`config.mk`:
```
export PLATFORM = sky130hd
export DESIGN_NAME = execute_mc_flat
export DESIGN_NICKNAME = d
export VERILOG_FILES = /design/src/rtl/y86_pkg.sv /design/src/rtl/execute_mc_if.sv /design/src/rtl/mul_iter.sv /design/src/rtl/execute_mc.sv /design/src/flat_wrapper.sv
export SDC_FILE = /design/constraint.sdc
export NUM_CORES = 2
export LEC_CHECK = 0
export ABC_AREA = 1
export CAP_MARGIN = 30
export CORE_ASPECT_RATIO = 1.5
export CORE_UTILIZATION = 35
export CTS_CLUSTER_DIAMETER = 60
export CTS_CLUSTER_SIZE = 16
export DETAILED_ROUTE_END_ITERATION = 8
export SYNTH_ARGS = -nofsm -noshare
export SYNTH_HDL_FRONTEND = slang
export SYNTH_SLANG_ARGS = --single-unit
```
`constraint.sdc`:
```
create_clock -name clk -period 15.8 [get_ports clk]
set_input_delay 1.58 -clock clk [delete_from_list [all_inputs] [get_ports clk]]
set_output_delay 1.58 -clock clk [all_outputs]
set_load 0.02 [all_outputs]
```
`src/rtl/y86_pkg.sv`:
```
// Shared Y86-64 encodings, status helpers and pipeline bubble values.
package y86_pkg;

    localparam logic [3:0] I_HALT   = 4'h0;
    localparam logic [3:0] I_NOP    = 4'h1;
    localparam logic [3:0] I_CMOVXX = 4'h2;
    localparam logic [3:0] I_IRMOVQ = 4'h3;
    localparam logic [3:0] I_RMMOVQ = 4'h4;
    localparam logic [3:0] I_MRMOVQ = 4'h5;
    localparam logic [3:0] I_OPQ    = 4'h6;
    localparam logic [3:0] I_JXX    = 4'h7;
    localparam logic [3:0] I_CALL   = 4'h8;
    localparam logic [3:0] I_RET    = 4'h9;
    localparam logic [3:0] I_PUSHQ  = 4'hA;
    localparam logic [3:0] I_POPQ   = 4'hB;

    localparam logic [3:0] F_ADD = 4'h0;
    localparam logic [3:0] F_SUB = 4'h1;
    localparam logic [3:0] F_AND = 4'h2;
    localparam logic [3:0] F_XOR = 4'h3;
    localparam logic [3:0] F_MUL = 4'h4;

    localparam logic [3:0] C_ALWAYS = 4'h0;
    localparam logic [3:0] C_LE     = 4'h1;
    localparam logic [3:0] C_L      = 4'h2;
    localparam logic [3:0] C_E      = 4'h3;
    localparam logic [3:0] C_NE     = 4'h4;
    localparam logic [3:0] C_GE     = 4'h5;
    localparam logic [3:0] C_G      = 4'h6;

    localparam logic [3:0] RNONE = 4'hF;

    // Bit positions inside the 3-bit {hlt, in_inst, in_mem} status word.
    localparam int STAT_HLT = 2;
    localparam int STAT_INS = 1;
    localparam int STAT_ADR = 0;

    localparam logic [2:0] BUB_STAT  = 3'b000;
    localparam logic [3:0] BUB_ICODE = I_NOP;
    localparam logic       BUB_COND  = 1'b1;
    localparam logic [3:0] BUB_REG   = RNONE;

    // {ZF, SF, OF} out of reset: result looked like zero.
    localparam logic [2:0] CC_RESET = 3'b100;

    typedef enum logic [1:0] {
        S_IDLE,
        S_MUL,
        S_DONE
    } mul_state_t;

    function automatic logic stat_ok(input logic [2:0] s);
        return !(s[STAT_HLT] || s[STAT_INS] || s[STAT_ADR]);
    endfunction

endpackage

```
`src/rtl/execute_mc_if.sv`:
```
// Decode/E-register inputs, hazard controls and E/M-stage outputs of the execute stage.
interface execute_mc_if #(parameter int W = 64);
    logic [3:0]   E_icode;
    logic [3:0]   E_ifun;
    logic [W-1:0] E_valA;
    logic [W-1:0] E_valB;
    logic [W-1:0] E_valC;
    logic [3:0]   E_dstE;
    logic [3:0]   E_dstM;
    logic [2:0]   E_stat;
    logic [2:0]   m_stat;
    logic [2:0]   W_stat;
    logic         M_stall;
    logic         M_bubble;

    logic [W-1:0] e_valE;
    logic [3:0]   e_dstE;
    logic         e_cond;
    logic         e_busy;
    logic [2:0]   cc;

    logic [2:0]   M_stat;
    logic [3:0]   M_icode;
    logic         M_cond;
    logic [W-1:0] M_valE;
    logic [W-1:0] M_valA;
    logic [3:0]   M_dstE;
    logic [3:0]   M_dstM;

    modport master (
        output E_icode, E_ifun, E_valA, E_valB, E_valC, E_dstE, E_dstM,
               E_stat, m_stat, W_stat, M_stall, M_bubble,
        input  e_valE, e_dstE, e_cond, e_busy, cc,
               M_stat, M_icode, M_cond, M_valE, M_valA, M_dstE, M_dstM
    );

    modport slave (
        input  E_icode, E_ifun, E_valA, E_valB, E_valC, E_dstE, E_dstM,
               E_stat, m_stat, W_stat, M_stall, M_bubble,
        output e_valE, e_dstE, e_cond, e_busy, cc,
               M_stat, M_icode, M_cond, M_valE, M_valA, M_dstE, M_dstM
    );
endinterface

```
`src/rtl/mul_iter.sv`:
```
// Signed shift-add multiplier: one partial product per cycle, W cycles per start.
module mul_iter #(
    parameter int W = 64
) (
    input  logic           clk,
    input  logic           rst,
    input  logic           start,
    input  logic [W-1:0]   a,
    input  logic [W-1:0]   b,
    output logic           busy,
    output logic           done,
    output logic [2*W-1:0] prod,
    output logic           ovf
);
    localparam int            CW   = $clog2(W);
    localparam logic [CW-1:0] LAST = CW'(W - 1);

    logic [2*W-1:0] mcand;
    logic [W-1:0]   mplier;
    logic [CW-1:0]  cnt;

    assign done = busy && (cnt == LAST);
    // Product fits in W bits only if the upper half is pure sign extension.
    assign ovf  = (prod[2*W-1:W] != {W{prod[W-1]}});

    // Accumulate; the multiplier sign bit carries negative weight, so the last step subtracts.
    always_ff @(posedge clk or posedge rst) begin
        if (rst) begin
            busy   <= 1'b0;
            cnt    <= '0;
            prod   <= '0;
            mcand  <= '0;
            mplier <= '0;
        end else if (start) begin
            busy   <= 1'b1;
            cnt    <= '0;
            prod   <= '0;
            mcand  <= {{W{a[W-1]}}, a};
            mplier <= b;
        end else if (busy) begin
            if (mplier[0]) begin
                prod <= (cnt == LAST) ? prod - mcand : prod + mcand;
            end
            mcand  <= mcand << 1;
            mplier <= mplier >> 1;
            cnt    <= cnt + 1'b1;
            if (cnt == LAST) begin
                busy <= 1'b0;
            end
        end
    end
endmodule

```
`src/rtl/execute_mc.sv`:
```
// Y86-64 execute stage: ALU, condition codes, iterative mulq and the E->M register.
//  state  | meaning
//  IDLE   | no multiply in flight; single-cycle ops pass straight through
//  MUL    | shift-add steps running; E held via e_busy, M fed bubbles
//  DONE   | product on e_valE; waits here until M captures it
module execute_mc
    import y86_pkg::*;
#(
    parameter int W        = 64,
    parameter bit MUL_EN   = 1'b1,
    parameter int STK_STEP = W / 8
) (
    input logic         clk,
    input logic         rst,
    execute_mc_if.slave bus
);
    mul_state_t     state;
    logic           mul_det, mul_start, mul_busy, mul_done, mul_ovf;
    logic [2*W-1:0] mul_prod;
    logic           unused_prod_hi;

    logic [W-1:0]   alu_r, val_e;
    logic           alu_of, alu_ok, alu_final;
    logic           cc_we, cond, is_cj;
    logic [2:0]     cc_q;
    logic           zf, sf, of_f;

    assign {zf, sf, of_f} = cc_q;
    assign bus.cc         = cc_q;
    assign unused_prod_hi = ^mul_prod[2*W-1:W];

    assign mul_det   = MUL_EN && (bus.E_icode == I_OPQ) && (bus.E_ifun == F_MUL)
                       && stat_ok(bus.E_stat) && !bus.M_bubble;
    assign mul_start = (state == S_IDLE) && mul_det;

    mul_iter #(.W(W)) u_mul (
        .clk   (clk),
        .rst   (rst),
        .start (mul_start),
        .a     (bus.E_valB),
        .b     (bus.E_valA),
        .busy  (mul_busy),
        .done  (mul_done),
        .prod  (mul_prod),
        .ovf   (mul_ovf)
    );

    // ALU result and overflow; mul only counts as final once the FSM sits in DONE.
    always_comb begin
        alu_r     = '0;
        alu_of    = 1'b0;
        alu_ok    = 1'b1;
        alu_final = 1'b1;
        case (bus.E_ifun)
            F_ADD: begin
                alu_r  = bus.E_valB + bus.E_valA;
                alu_of = (bus.E_valA[W-1] == bus.E_valB[W-1]) && (alu_r[W-1] != bus.E_valB[W-1]);
            end
            F_SUB: begin
                alu_r  = bus.E_valB - bus.E_valA;
                alu_of = (bus.E_valA[W-1] != bus.E_valB[W-1]) && (alu_r[W-1] != bus.E_valB[W-1]);
            end
            F_AND: alu_r = bus.E_valB & bus.E_valA;
            F_XOR: alu_r = bus.E_valB ^ bus.E_valA;
            F_MUL: begin
                if (MUL_EN) begin
                    alu_final = (state == S_DONE) && !bus.M_bubble;
                    if (state == S_DONE) begin
                        alu_r  = mul_prod[W-1:0];
                        alu_of = mul_ovf;
                    end
                end else begin
                    alu_ok = 1'b0;
                end
            end
            default: alu_ok = 1'b0;
        endcase
    end

    // Result selection by instruction class.
    always_comb begin
        val_e = '0;
        case (bus.E_icode)
            I_CMOVXX:         val_e = bus.E_valA;
            I_IRMOVQ:         val_e = bus.E_valC;
            I_RMMOVQ,
            I_MRMOVQ:         val_e = bus.E_valB + bus.E_valC;
            I_CALL, I_PUSHQ:  val_e = bus.E_valB - W'(STK_STEP);
            I_RET, I_POPQ:    val_e = bus.E_valB + W'(STK_STEP);
            I_OPQ:            val_e = alu_ok ? alu_r : '0;
            I_HALT, I_NOP:    val_e = '0;
            default:          val_e = '0;
        endcase
    end

    // Branch/cmov condition from the registered flags.
    always_comb begin
        cond = 1'b0;
        case (bus.E_ifun)
            C_ALWAYS: cond = 1'b1;
            C_LE:     cond = (sf ^ of_f) | zf;
            C_L:      cond = sf ^ of_f;
            C_E:      cond = zf;
            C_NE:     cond = !zf;
            C_GE:     cond = !(sf ^ of_f);
            C_G:      cond = !(sf ^ of_f) && !zf;
            default:  cond = 1'b0;
        endcase
    end

    assign is_cj      = (bus.E_icode == I_CMOVXX) || (bus.E_icode == I_JXX);
    assign bus.e_cond = is_cj && cond;
    assign bus.e_dstE = ((bus.E_icode == I_CMOVXX) && !cond) ? RNONE : bus.E_dstE;
    assign bus.e_valE = val_e;
    assign bus.e_busy = mul_start || (state == S_MUL);

    // Flags only move for a final OPq result while no older/current stage has faulted.
    assign cc_we = (bus.E_icode == I_OPQ) && alu_ok && alu_final && stat_ok(bus.E_stat)
                   && stat_ok(bus.m_stat) && stat_ok(bus.W_stat);

    // Condition-code register.
    always_ff @(posedge clk or posedge rst) begin
        if (rst) begin
            cc_q <= CC_RESET;
        end else if (cc_we) begin
            cc_q <= {alu_r == '0, alu_r[W-1], alu_of};
        end
    end

    // Multiply sequencing; an M bubble flushes whatever is in flight.
    always_ff @(posedge clk or posedge rst) begin
        if (rst) begin
            state <= S_IDLE;
        end else begin
            case (state)
                S_IDLE: if (mul_det) state <= S_MUL;
                S_MUL: begin
                    if (bus.M_bubble || !mul_busy) state <= S_IDLE;
                    else if (mul_done)             state <= S_DONE;
                end
                S_DONE: if (bus.M_bubble || !bus.M_stall) state <= S_IDLE;
                default: state <= S_IDLE;
            endcase
        end
    end

    // E->M pipeline register: bubble, then hold, then busy-bubble, then load.
    always_ff @(posedge clk or posedge rst) begin
        if (rst) begin
            bus.M_stat  <= BUB_STAT;
            bus.M_icode <= BUB_ICODE;
            bus.M_cond  <= BUB_COND;
            bus.M_valE  <= '0;
            bus.M_valA  <= '0;
            bus.M_dstE  <= BUB_REG;
            bus.M_dstM  <= BUB_REG;
        end else if (bus.M_bubble || (!bus.M_stall && bus.e_busy)) begin
            bus.M_stat  <= BUB_STAT;
            bus.M_icode <= BUB_ICODE;
            bus.M_cond  <= BUB_COND;
            bus.M_valE  <= '0;
            bus.M_valA  <= '0;
            bus.M_dstE  <= BUB_REG;
            bus.M_dstM  <= BUB_REG;
        end else if (!bus.M_stall) begin
            bus.M_stat  <= bus.E_stat;
            bus.M_icode <= bus.E_icode;
            bus.M_cond  <= is_cj ? cond : 1'b1;
            bus.M_valE  <= val_e;
            bus.M_valA  <= bus.E_valA;
            bus.M_dstE  <= bus.e_dstE;
            bus.M_dstM  <= bus.E_dstM;
        end
    end
endmodule

```
`src/flat_wrapper.sv`:
```
// flat-port wrapper written by rule: the top's interface ports become plain ports
module execute_mc_flat import y86_pkg::*;
#(
    parameter int W        = 64,
    parameter bit MUL_EN   = 1'b1,
    parameter int STK_STEP = W / 8
)
  (clk, rst, bus_E_icode, bus_E_ifun, bus_E_valA, bus_E_valB, bus_E_valC, bus_E_dstE, bus_E_dstM, bus_E_stat, bus_m_stat, bus_W_stat, bus_M_stall, bus_M_bubble, bus_e_valE, bus_e_dstE, bus_e_cond, bus_e_busy, bus_cc, bus_M_stat, bus_M_icode, bus_M_cond, bus_M_valE, bus_M_valA, bus_M_dstE, bus_M_dstM);
  execute_mc_if #(.W(W)) bus_i ();
  input logic clk;
  input logic rst;
  input wire logic [$bits(bus_i.E_icode)-1:0] bus_E_icode;
  input wire logic [$bits(bus_i.E_ifun)-1:0] bus_E_ifun;
  input wire logic [$bits(bus_i.E_valA)-1:0] bus_E_valA;
  input wire logic [$bits(bus_i.E_valB)-1:0] bus_E_valB;
  input wire logic [$bits(bus_i.E_valC)-1:0] bus_E_valC;
  input wire logic [$bits(bus_i.E_dstE)-1:0] bus_E_dstE;
  input wire logic [$bits(bus_i.E_dstM)-1:0] bus_E_dstM;
  input wire logic [$bits(bus_i.E_stat)-1:0] bus_E_stat;
  input wire logic [$bits(bus_i.m_stat)-1:0] bus_m_stat;
  input wire logic [$bits(bus_i.W_stat)-1:0] bus_W_stat;
  input wire logic [$bits(bus_i.M_stall)-1:0] bus_M_stall;
  input wire logic [$bits(bus_i.M_bubble)-1:0] bus_M_bubble;
  output wire logic [$bits(bus_i.e_valE)-1:0] bus_e_valE;
  output wire logic [$bits(bus_i.e_dstE)-1:0] bus_e_dstE;
  output wire logic [$bits(bus_i.e_cond)-1:0] bus_e_cond;
  output wire logic [$bits(bus_i.e_busy)-1:0] bus_e_busy;
  output wire logic [$bits(bus_i.cc)-1:0] bus_cc;
  output wire logic [$bits(bus_i.M_stat)-1:0] bus_M_stat;
  output wire logic [$bits(bus_i.M_icode)-1:0] bus_M_icode;
  output wire logic [$bits(bus_i.M_cond)-1:0] bus_M_cond;
  output wire logic [$bits(bus_i.M_valE)-1:0] bus_M_valE;
  output wire logic [$bits(bus_i.M_valA)-1:0] bus_M_valA;
  output wire logic [$bits(bus_i.M_dstE)-1:0] bus_M_dstE;
  output wire logic [$bits(bus_i.M_dstM)-1:0] bus_M_dstM;
  assign bus_i.E_icode = bus_E_icode;
  assign bus_i.E_ifun = bus_E_ifun;
  assign bus_i.E_valA = bus_E_valA;
  assign bus_i.E_valB = bus_E_valB;
  assign bus_i.E_valC = bus_E_valC;
  assign bus_i.E_dstE = bus_E_dstE;
  assign bus_i.E_dstM = bus_E_dstM;
  assign bus_i.E_stat = bus_E_stat;
  assign bus_i.m_stat = bus_m_stat;
  assign bus_i.W_stat = bus_W_stat;
  assign bus_i.M_stall = bus_M_stall;
  assign bus_i.M_bubble = bus_M_bubble;
  assign bus_e_valE = bus_i.e_valE;
  assign bus_e_dstE = bus_i.e_dstE;
  assign bus_e_cond = bus_i.e_cond;
  assign bus_e_busy = bus_i.e_busy;
  assign bus_cc = bus_i.cc;
  assign bus_M_stat = bus_i.M_stat;
  assign bus_M_icode = bus_i.M_icode;
  assign bus_M_cond = bus_i.M_cond;
  assign bus_M_valE = bus_i.M_valE;
  assign bus_M_valA = bus_i.M_valA;
  assign bus_M_dstE = bus_i.M_dstE;
  assign bus_M_dstM = bus_i.M_dstM;
  execute_mc #(.W(W), .MUL_EN(MUL_EN), .STK_STEP(STK_STEP)) u_core (.clk(clk), .rst(rst), .bus(bus_i));
endmodule
```
==> results_dict.tcl <==
set metrics [dict create \
    status "complete, but fails checks" \
    violations "design-rule violations" \
    min_period_ps 8770 \
    cts_resized 0 \
    postSynthAreaPerCell_um2 5.85 \
    ctsLongestPathBuffers 3 \
    die_height_um 497 \
    hold_depth 2 \
    ant_nets 0 \
    pwr-share-comb_pct 64.7 \
    min-delay-path-class "reg2reg" \
    via_per_inst 5.79 \
    cp-start-kind "input port" \
    core_um2 162000 \
    cts_num_sinks 476 \
    worstMarginPinSlew_ps 1170 \
    ir_drop_mv 0.115 \
    synth-main-ff-cell "dfrtp_1" \
    area_growth_pct 14.9 \
    crit_fanout 61 \
    die_width_um 332 \
    crit_type "in2out" \
    drc 10 \
    path_clk_slew_ps 60 \
    r2r-end "u_core.u_mul.prod[126]$_DFFE_PP0P_" \
    final_cell_mix "nand2_1, inv_1, nor2_1" \
    synth_seq_cells 476 \
    power.share.sequential_pct 20.9 \
    vias 70800 \
    fp-row-count 181 \
    yosys.area.top_type "dfrtp_1" \
    clk_latency_ps 760 \
    synth-seq-area-share_pct 20.8 \
    layout_commonest_cell "nand2_1" \
    switching_power_mw 5.99 \
    yosysUniqueCellTypes 69 \
    grt_pass1_vias 68700 \
    synth_area_leaders "dfrtp_1, nand2_1, inv_1, o21ai_0, nor2_1" \
    hpwl_mm 286 \
    wl_per_cell_um 28.3 \
    required_ps 14220 \
    hold_viol 0 \
    cts_setup_buffers 0 \
    drv_cap 0 \
    fin_nets 10700 \
    tns_ps 0 \
    cp-end-kind "output pin" \
    fillers 17900 \
    power_leakage_nw 30.4 \
    clkPwrFrac_pct 14.4 \
    period_share_pct 55.5 \
    drive_above_1_share_pct 3.33 \
    cts_root_buffer "clkbuf_16" \
    switching_share_pct 58.6 \
    slew_headroom_pct 21.2 \
    syn_area_um2 57200 \
    synth_edf_count 0 \
    cts_htree_levels 2 \
    first_pass_iters 9 \
    worstRegToRegCells 20 \
    power.density_nw_per_um2 156 \
    grt_pass1_wl_mm 483 \
    antenna_found_initial 23 \
    syn_nets 10400 \
    io_buffers 437 \
    hp-start "u_core.bus.M_valE[46]$_DFFE_PP0P_" \
    utilization_pct 40.5 \
    drt_iter0_drc 7243 \
    netlist_instances 9773 \
    routed_wirelength_mm 347 \
    gp_congestion 1.18 \
    track_usage_pct 40.6 \
    cts_tree "yes" \
    r2r-start "u_core.u_mul.mcand[8]$_DFFE_PP0P_" \
    yosys_warnings 0 \
    finalSetupViolations 0 \
    hold_buffers 0 \
    p_int_mw 4.24 \
    rsz0062_at_grt "no" \
    slew_violations 0 \
    grt.overflow.total 0 \
    fmax_ghz 0.114 \
    io_pins 438 \
    numCtsBuffers 59 \
    async_flop_share_pct 100 \
    cp.arrival_ps 7190 \
    initial_core_util_pct 35.3 \
    die_area_um2 165000 \
    synth_top_area_share_pct 20.3 \
    hold_end "u_core.bus.M_valE[46]$_DFFE_PP0P_" \
    finClkSkew_ps 47.2 \
    ff2ff_setup_slack_ps 8210 \
    grt_max_degree 147 \
]
[sequential cells by signal, indices dropped and copies added (netlist names)]
register	count
u_core.bus.M_cond	1
u_core.bus.M_dstE	4
u_core.bus.M_dstM	4
u_core.bus.M_icode	4
u_core.bus.M_stat	3
u_core.bus.M_valA	64
u_core.bus.M_valE	64
u_core.bus.cc	3
u_core.state	2
u_core.u_mul.busy	1
u_core.u_mul.cnt	6
u_core.u_mul.mcand	128
u_core.u_mul.mplier	64
u_core.u_mul.prod	128
[layer usage]
metal  up-vias  global-route usage [%]  share of wire, %
li1      32600                       -                 -
met1     33200                    41.1                34
met2      3679                    68.7                47
met3      1332                    8.09               7.1
met4        12                    41.0                12
met5         -                       0             0.022
[worst max-delay path by stage]
stage	startpoint	to	slack, ps	depth (start not counted)
detailed placement	bus_E_icode[3]	bus_e_valE[54]	7300	22
CTS	bus_E_icode[3]	bus_e_valE[54]	7270	22
floorplan	rst	u_core.bus.M_icode[1]$_DFFE_PP0P_	960	1
global placement	bus_E_icode[3]	bus_e_valE[60]	6970	19
finish	bus_E_icode[3]	bus_e_valE[54]	7030	22
global route	bus_E_icode[3]	bus_e_valE[54]	6910	22
[layout make-up]
cell class | count | area, um^2 | share of cell area (%)
Clock buffer | 68 | 1530 | 2.33
Clock inverter | 42 | 508 | 0.773
Antenna cell | 14 | 35.0 | 0.0533
Timing Repair Buffer | 515 | 5020 | 7.64
Inverter | 1596 | 6010 | 9.14
Multi-Input combinational cell | 7408 | 38100 | 57.9
Tap cell | 2104 | 2630 | 4.00
Sequential cell | 476 | 11900 | 18.1
[power groups by stage]
stage / logic (mW) / registers, mW / clock network [mW]
final: 6.62 / 2.14 / 1.47
after global routing: 7.07 / 2.18 / 1.52
after CTS: 6.29 / 2.12 / 1.49
after detailed placement: 6.25 / 2.14 / 0
after global placement: 6.20 / 2.12 / 0
after floorplan: 3.86 / 1.99 / 0
[cells in the mapped netlist, types with 77 or more instances]
master,n
nor2_1,1265
dfrtp_1,465
inv_1,1576
nor4_1,86
ha_1,379
nand4_1,98
buf_2,99
o211ai_1,103
clkbuf_1,154
o22ai_1,77
nand2_1,2254
nand3_1,619
nor3_1,112
o21ai_0,1001
xor2_1,141
a21oi_1,831
[through the flow]
stage          power, mW  area (um^2)  std cells  hold slack (ps)  setup WS (ps)
6_report            10.2        65700      12200              487           7030
5_1_grt             10.8        65700      12200              498           6910
4_1_cts             9.89        65500      12200              485           7270
3_5_place_dp        8.39        63500      12100              465           7300
3_3_place_gp        8.32        63400      12100              465           6970
2_1_floorplan       5.86        57200       9773              477            959
[critical path, stage by stage]
cell             delay, ps
clkdlybuf4s50_1        510
inv_1                  100
nor2_4                  80
buf_4                  510
nand2_2                 90
buf_4                  350
ha_1                   480
nand3_1                 90
nand2_1                160
nand2_1                 70
nand2_1                220
nand2_1                 80
nand2_1                190
inv_1                  100
o21ai_0                730
nand4_1                440
o2111ai_1              210
nand3_1                190
nand3_1                130
nor2_1                  50
nand2_1                130
clkdlybuf4s50_1        640
[cells by family after synthesis]
logic type | Yosys count | share of synthesized area (%)
AOI/OAI and AO/OA | 2317 | 22.3
xor gates and xnor gates | 150 | 2.30
adders and majority gates | 384 | 8.46
buffers and inverters | 1889 | 12.8
DFF | 476 | 20.8
muxes | 23 | 0.453
and+or+nand+nor | 4534 | 32.8
Power figures use the tool's default switching activity.
